==> src/rtl/lmul_sequencer_pkg.sv <==
// Shared definitions for the LMUL group sequencer: vlmul encodings, FSM state
// type and the encoding-to-group-size decode.
package lmul_sequencer_pkg;

    localparam logic [2:0] VLMUL_M1 = 3'b000;
    localparam logic [2:0] VLMUL_M2 = 3'b001;
    localparam logic [2:0] VLMUL_M4 = 3'b010;
    localparam logic [2:0] VLMUL_M8 = 3'b011;

    localparam int MAX_LMUL = 8;

    typedef enum logic {
        ST_IDLE  = 1'b0,
        ST_ISSUE = 1'b1
    } state_t;

    // Reserved encodings (1xx) fall through to a group of one.
    function automatic logic [3:0] decode_lmul(input logic [2:0] enc);
        case (enc)
            VLMUL_M1: return 4'd1;
            VLMUL_M2: return 4'd2;
            VLMUL_M4: return 4'd4;
            VLMUL_M8: return 4'(MAX_LMUL);
            default:  return 4'd1;
        endcase
    endfunction

endpackage

==> src/rtl/lmul_sequencer_decode.sv <==
// Combinational vlmul decode: group size N and the reserved-encoding flag.
module lmul_decode
    import lmul_sequencer_pkg::*;
(
    input  logic [2:0] lmul_enc,
    output logic [3:0] n,
    output logic       reserved
);

    assign n        = decode_lmul(lmul_enc);
    assign reserved = lmul_enc[2];

endmodule

==> src/rtl/lmul_sequencer.sv <==
// Expands one register-group instruction into N single-register uops.
// Optional macro LMUL_ALIGN_CHECK_EN rejects bases that are not multiples of N.
module lmul_sequencer
    import lmul_sequencer_pkg::*;
#(
    parameter int NREGS = 32
) (
    input  logic                     clk,
    input  logic                     reset,
    input  logic                     in_valid,
    output logic                     in_ready,
    input  logic [$clog2(NREGS)-1:0] raA,
    input  logic [$clog2(NREGS)-1:0] raB,
    input  logic [$clog2(NREGS)-1:0] rdest,
    input  logic [2:0]               lmul_enc,
    output logic                     uop_valid,
    input  logic                     uop_ready,
    output logic [$clog2(NREGS)-1:0] uop_raA,
    output logic [$clog2(NREGS)-1:0] uop_raB,
    output logic [$clog2(NREGS)-1:0] uop_rdest,
    output logic [2:0]               uop_idx,
    output logic                     uop_first,
    output logic                     uop_last,
    output logic                     lmul_stall,
    input  logic                     kill,
    output logic                     illegal
);

    localparam int IW = $clog2(NREGS);

    state_t          r_state;
    logic [IW-1:0]   r_ra_a;
    logic [IW-1:0]   r_ra_b;
    logic [IW-1:0]   r_rdest;
    logic [3:0]      r_n;
    logic [2:0]      r_count;
    logic            r_illegal;

    logic [3:0]      w_dec_n;
    logic            w_dec_reserved;
    logic            w_misaligned;
    logic            w_reject;
    logic            w_issue;
    logic            w_accept;
    logic            w_fire;
    logic            w_last;

    lmul_decode u_decode (
        .lmul_enc (lmul_enc),
        .n        (w_dec_n),
        .reserved (w_dec_reserved)
    );

`ifdef LMUL_ALIGN_CHECK_EN
    logic [IW-1:0] w_align_mask;
    assign w_align_mask = IW'(w_dec_n - 4'd1);
    assign w_misaligned = ((raA   & w_align_mask) != '0) ||
                          ((raB   & w_align_mask) != '0) ||
                          ((rdest & w_align_mask) != '0);
`else
    assign w_misaligned = 1'b0;
`endif

    assign w_reject = w_dec_reserved | w_misaligned;
    assign w_issue  = (r_state == ST_ISSUE);
    assign w_accept = !w_issue && in_valid && !kill && !w_reject;
    assign w_last   = w_issue && ({1'b0, r_count} == (r_n - 4'd1));
    assign w_fire   = w_issue && uop_ready;

    // NOTE: non-blocking only in here so every state register sees pre-edge values.
    always_ff @(posedge clk) begin
        if (reset) begin
            r_state   <= ST_IDLE;
            r_ra_a    <= '0;
            r_ra_b    <= '0;
            r_rdest   <= '0;
            r_n       <= '0;
            r_count   <= '0;
            r_illegal <= 1'b0;
        end else begin
            r_illegal <= !w_issue && in_valid && !kill && w_reject;
            if (kill) begin
                r_state <= ST_IDLE;
                r_count <= '0;
            end else begin
                case (r_state)
                    ST_IDLE: begin
                        if (w_accept) begin
                            r_ra_a  <= raA;
                            r_ra_b  <= raB;
                            r_rdest <= rdest;
                            r_n     <= w_dec_n;
                            r_count <= '0;
                            r_state <= ST_ISSUE;
                        end
                    end
                    ST_ISSUE: begin
                        if (w_fire) begin
                            if (w_last) begin
                                r_state <= ST_IDLE;
                                r_count <= '0;
                            end else begin
                                r_count <= r_count + 3'd1;
                            end
                        end
                    end
                endcase
            end
        end
    end

    // Register indices wrap naturally at the IW-bit adder width.
    assign in_ready   = !w_issue;
    assign uop_valid  = w_issue;
    assign uop_raA    = w_issue ? r_ra_a  + IW'(r_count) : '0;
    assign uop_raB    = w_issue ? r_ra_b  + IW'(r_count) : '0;
    assign uop_rdest  = w_issue ? r_rdest + IW'(r_count) : '0;
    assign uop_idx    = w_issue ? r_count : '0;
    assign uop_first  = w_issue && (r_count == 3'd0);
    assign uop_last   = w_last;
    assign lmul_stall = (w_issue && !(w_fire && w_last)) ||
                        (w_accept && (w_dec_n > 4'd1));
    assign illegal    = r_illegal;

endmodule

==> config.mk <==
export PLATFORM = sky130hd
export DESIGN_NAME = lmul_sequencer
export DESIGN_NICKNAME = d
export VERILOG_FILES = /design/src/rtl/lmul_sequencer_pkg.sv /design/src/rtl/lmul_sequencer_decode.sv /design/src/rtl/lmul_sequencer.sv
export SDC_FILE = /design/constraint.sdc
export NUM_CORES = 1
export LEC_CHECK = 0
export BUFFER_PORTS_ARGS = -buffer_cell sky130_fd_sc_hd__buf_4
export CELL_PAD_IN_SITES_DETAIL_PLACEMENT = 1
export CELL_PAD_IN_SITES_GLOBAL_PLACEMENT = 2
export CORE_MARGIN = 2
export CORE_UTILIZATION = 30
export CTS_CLUSTER_DIAMETER = 30
export DETAILED_ROUTE_END_ITERATION = 7
export GPL_TIMING_DRIVEN = 0
export HOLD_SLACK_MARGIN = 0.03
export PLACE_DENSITY_LB_ADDON = 0.1
export SETUP_SLACK_MARGIN = 0.05
export SYNTH_ARGS = -nofsm -noshare
export SYNTH_HDL_FRONTEND = slang
export SYNTH_SLANG_ARGS = --single-unit
==> constraint.sdc <==
create_clock -name clk -period 5.3 [get_ports clk]
set_input_delay 1.06 -clock clk [delete_from_list [all_inputs] [get_ports clk]]
set_output_delay 1.06 -clock clk [all_outputs]
set_load 0.01 [all_outputs]
## After elaboration in Yosys (flattened, before gate mapping)

Index checks and enable logic that the tools add are counted.

| operators by class | value |
|---|---|
| equality and inequality tests | 6 |
| bitwise operators | 2 |
| magnitude comparators | 1 |
| reduce and logical (&&, ||, !) cells | 19 |
| $add $sub $neg | 5 |
| mux-type cells | 13 |

Operators by type and width:

| operator | count |
|---|---|
| $add 5x3->5 | 3 |
| $mux 5 | 3 |
| $mux 3 | 4 |
| $pmux 4 s3 | 1 |
| $logic_and 1x1->1 | 10 |
| $eq 3x2->1 const B | 2 |
| $pmux 3 s2 | 1 |
| $eq 3x4->1 | 1 |
| $gt 4x1->1 const B | 1 |
| $logic_not 1->1 | 4 |
| $sub 4x1->4 const B | 1 |
| $add 3x1->3 const B | 1 |
| $eq 3x1->1 const B | 1 |
| $logic_not 3->1 | 1 |
| $mux 1 | 3 |
| $reduce_and 3->1 | 1 |
| $ne 2x1->1 const B | 1 |
| $ne 2x2->1 const B | 1 |
| $not 1->1 | 2 |
| $pmux 1 s2 | 1 |
| $reduce_and 2->1 | 1 |
| $reduce_or 2->1 | 1 |
| $logic_or 1x1->1 | 1 |

| storage, ports and cells | value |
|---|---|
| logic and storage cells | 53 |
| bits in registers | 24 |
| output and inout bits | 24 |
| input bits | 23 |

## Depth between registers and ports, before layout

| logic depth | value |
|---|---|
| depth in word-level cells | 7 |
| mapped depth | 7 |

## By module

Synthesis repeated with hierarchy kept, for this count alone.

| unflattened totals | value |
|---|---|
| cells, all modules | 187 |
| area, all modules | 1475.2 um^2 |

Modules (own cells, without submodules):

| module | area an instance (um^2) | times used | cells an instance |
|---|---|---|---|
| lmul_sequencer | 1435.1 | 1 | 182 |
| lmul_decode | 40.0 | 1 | 5 |

## Least setup slack after synthesis

OpenSTA, ideal clock, no wires.

| timing | value |
|---|---|
| path kind | input -> output |
| start point | input in_valid |
| end point | output lmul_stall |
| setup slack | 2.221 ns |
| stages | 5 |
| data required time | 4.240 ns |
| arrival time | 2.019 ns |
| path buffers | 1 |
| cells stage by stage | nand2b_1 -> nor3_2 -> clkbuf_1 -> o21ai_0 -> nand2_1 |

| between the ends | value |
|---|---|
| cells in the longest elaborated chain, start to end | 5 |

Ends and longest elaborated chain:

| what | RTL line | source |
|---|---|---|
| start, declared | lmul_sequencer.sv:10 | `input logic in_valid,` |
| $logic_and 1x1->1 (3 in series) | lmul_sequencer.sv:66 | `assign w_accept = !w_issue && in_valid && !kill && !w_reject;` |
| $logic_and 1x1->1 | lmul_sequencer.sv:122 | `(w_accept && (w_dec_n > 4'd1));` |
| $logic_or 1x1->1 | lmul_sequencer.sv:121 | `assign lmul_stall = (w_issue && !(w_fire && w_last)) \|\|` |
| end, declared | lmul_sequencer.sv:24 | `output logic lmul_stall,` |

Every way passes these cells.

## Final worst setup path

Same ends and word-level chain as after synthesis.

==> results.txt <==
* Run status: finished clean
* Worst-case setup slack after placement: 1.42 ns
* Number of antenna-violating nets in the routed design: 0
- Main combinational cell family by area after synthesis: simple AND/OR/NAND/NOR gates
- For this run, the number of Yosys warnings is 0.
- The startpoint identified for the worst register-to-register timing path is uop_valid.
- After global routing the overflow that remains totals 0.
- Via density: 4.92
* Starting Density: 30.7%
- Area growth from synthesis to layout: 32.4%
- Buffers inserted during clock tree synthesis total 3.
- Post-synthesis adder-cell area fraction: 14.6%
- Dividing the detail-routed wire length by the instance count gives 15.0 um.
- CTS saw 24 sinks.
- Cell taking the most area after synthesis: sky130_fd_sc_hd__dfxtp_1
- At the pin with the least slew margin, the transition time is 0.806 ns.
- Compound-Gate Fraction of Synth Area: 16.2%
- Hold Startpoint: r_ra_a[4]
- Count of input and output buffers: 46
- STA puts the critical path data required time at 4.24 ns.
- Max-capacitance violation count: 0
* Total inserted antenna cells: 0
* Cell class contributing the biggest share of worst-path delay: simple AND/OR/NAND/NOR gates
- Upper clock frequency limit: 0.261 GHz
* Unrepaired setup endpoints after global routing: false
- Via count of the first global-routing pass: 1437
- Share of layout cells above drive strength 1: 24.8%
- Final min period: 3.83 ns
* Count of buffers added by post-CTS timing repair for setup: 0
- The library cell used most frequently in the layout, excluding fill and tap cells, is sky130_fd_sc_hd__buf_4.
* Number of DRC violations after detailed-routing iteration 0: 63
* Power per unit of standard cell area: 189 nW/um2
- Cell count after synthesis: 176
- The final count of hold timing violations is 0.
- Clock-pin slew was measured on the worst setup and hold paths at 0.09 ns.
* Tightest Hold Check Type: flip-flop to flip-flop
- Via count: 1378
* Hold buffer count at CTS: 0
- Drt first pass iters: 4
- Worst reg2reg endpoint: r_ra_a[2]
* Most frequent cells in the layout: sky130_fd_sc_hd__buf_4, sky130_fd_sc_hd__nand2_1, sky130_fd_sc_hd__a21oi_1
- Critical-path cell list: buf_4 > nand2b_1 > nor3_2 > clkbuf_1 > o21ai_0 > nand2_1 > buf_4
* Final-layout setup total negative slack: 0 ns
* GP Congestion: 0.745
- Of all nets on the critical path, the largest fanout is 10.
- Cell area after synthesis: 1440 um2
* Depth of the most critical reg-to-reg path: 5
* Global router's overall resource usage: 16.7%
- Site Rows: 25
* Sum of internal, switching and leakage power: 361 uW
- Wire length of the first global-routing pass: 6770 um
- On the worst path, the slowest cell contributes a delay of 0.62 ns.
* Final critical-path setup slack: 1.47 ns
- Entering global routing, the biggest net connects 14 pins.
- Of the post-synthesis cell area, the dominant cell type holds 33.3%.
* Final nets: 265
- Part of the cycle the worst path needs: 72.2%
- The path with the worst hold slack has its endpoint at r_ra_a[4].
- Max stage delay cell, worst path: sky130_fd_sc_hd__nor3_2
* Non-filler instance count after layout: 280
- By instance count, the cell type seen most on the critical path is sky130_fd_sc_hd__buf_4.
- Cell chosen for the clock root: sky130_fd_sc_hd__clkbuf_8
* Hold_ws: 0.475 ns
- Summed over all cells, the static leakage comes to 0.000827 uW.
* Number of I/O pins: 47
- By startpoint and endpoint, the worst setup path is classified as primary input to output port.
- Arrival time of the worst setup path: 2.77 ns
- H-tree lvl count: 1
- Gates resized during post-CTS repair numbered 0.
- Post-synthesis cell type count: 34
- Clock skew: 0.00577 ns
* Post-route DRC violation count: 0
- Reg2Reg Setup Slack: 3.26 ns
* Syn Nets: 214
- Die extent in y: 73.3 um
- The die covers 5380 um2.
- Critical path buffer and inverter count: 3
- The total area inside the core boundary comes to 4690 um2.
- The number of antenna violations at the first check in global routing was 0.
* Cell depth of the worst min-delay path: 2
- STA classifies the critical path startpoint as a primary input.
- Worst vdd ir: 0.0720 mV
- No sink is reached through more buffers than the 2 on the longest clock path.
* Worst-Skew Late Latency: 0.27 ns
- HPWL after detailed placement: 3220 um
- Worst slew margin relative to its limit: 44.9%
* Sequential-to-total area share from yosys stat: 33.3%
* Multiplexer area fraction after synthesis: 0.781%
- Width of the die: 73.3 um
- After synthesis the netlist holds a flip-flop and latch count of 24.
- Synthesized-area fraction occupied by xor and xnor cells: 7.29%
- By area the synthesized netlist is led by sky130_fd_sc_hd__dfxtp_1, sky130_fd_sc_hd__ha_1, sky130_fd_sc_hd__nand2_1.
- Averaged over all synthesized cells, the footprint is 8.20 um2.
- Count of final max-slew check failures: 0
- The final layout contains routed wiring with a total length of 4200 um.
* TritonCTS clock tree: built
- Area share of and/or/nand/nor cells after synthesis: 24.7%
- Type of destination of the critical path: output port
* Number of instances in the placed design: 276
- Setup violations remaining at the end of the flow were counted as 0.
==> per-layer routing <==
layer / GRT usage [%] / vias to the layer above / share of wire [%] / routed length [um]
li1: - / 685 / - / -
met1: 19.9 / 658 / 44 / 1860
met2: 29.6 / 30 / 50 / 2090
met3: 2.88 / 5 / 4.4 / 183
met4: 6.46 / 0 / 1.4 / 59
met5: 0 / - / 0 / 0
==> worst max-delay path by stage <==
stage | startpoint | to | slack, ns | depth (start not counted)
after floorplan | in_valid | lmul_stall | 2.22 | 5
after global placement | lmul_enc[2] | lmul_stall | 1.45 | 6
after detailed placement | in_valid | lmul_stall | 1.42 | 7
after CTS | in_valid | lmul_stall | 1.42 | 7
after global routing | in_valid | lmul_stall | 1.25 | 7
final | in_valid | lmul_stall | 1.47 | 7
==> where the power goes <==
group          switching, uW  internal, uW
logic                   20.9          20.7
clock network           63.9          66.5
registers               3.89           185
total                   88.7           272
==> area by class of cell <==
class                           instances  area, um2
Multi-Input combinational cell        140        917
Inverter                                5       18.8
Buffer                                  7       26.3
Tap cell                               54       67.6
Clock buffer                            4       55.1
Sequential cell                        24        480
Timing Repair Buffer                   46        345
Fill cell                             582       2780
==> metrics by stage <==
stage	utilization (%)	cell area, um2
2_1_floorplan	-	1440
3_3_place_gp	39.5	1860
3_5_place_dp	39.5	1860
6_report	40.7	1910
5_1_grt	40.7	1910
4_1_cts	40.7	1910
==> registers in the layout, summed over array words and instances, names as in the netlist <==
| name | count |
|---|---|
| uop_valid | 1 |
| r_ra_b | 5 |
| r_ra_a | 5 |
| illegal | 1 |
| r_count | 3 |
| r_rdest | 5 |
| r_n | 4 |
==> cells in the mapped netlist, drive strengths merged <==
| cell | count |
|---|---|
| a2111oi | 1 |
| a211o | 1 |
| a211oi | 1 |
| a21boi | 1 |
| a21o | 4 |
| a21oi | 25 |
| a221o | 1 |
| a22o | 1 |
| and2 | 8 |
| and4 | 1 |
| clkbuf | 7 |
| dfxtp | 24 |
| fa | 3 |
| ha | 12 |
| inv | 5 |
| mux2 | 1 |
| nand2 | 35 |
| nand2b | 1 |
| nand3 | 2 |
| nand3b | 3 |
| nor2 | 16 |
| nor2b | 4 |
| nor3 | 2 |
| nor4b | 1 |
| o21ai | 1 |
| o21bai | 1 |
| or3 | 1 |
| or3b | 1 |
| xnor2 | 8 |
| xor2 | 4 |
==> logic make-up after synthesis <==
logic type / Yosys count
xor gates and xnor gates: 12
DFF: 24
adders and majority gates: 15
and+or+nand+nor: 75
AOI/OAI and AO/OA: 37
buffers and inverters: 12
muxes: 1
==> worst register-to-register path, cell delays in order (launching register included) <==
cell	delay, ns
sky130_fd_sc_hd__dfxtp_1	0.36
sky130_fd_sc_hd__nand2b_1	0.20
sky130_fd_sc_hd__nor3_2	0.62
sky130_fd_sc_hd__clkbuf_1	0.49
sky130_fd_sc_hd__nand2_1	0.16
sky130_fd_sc_hd__a21oi_1	0.14
Power figures use the tool's default switching activity.
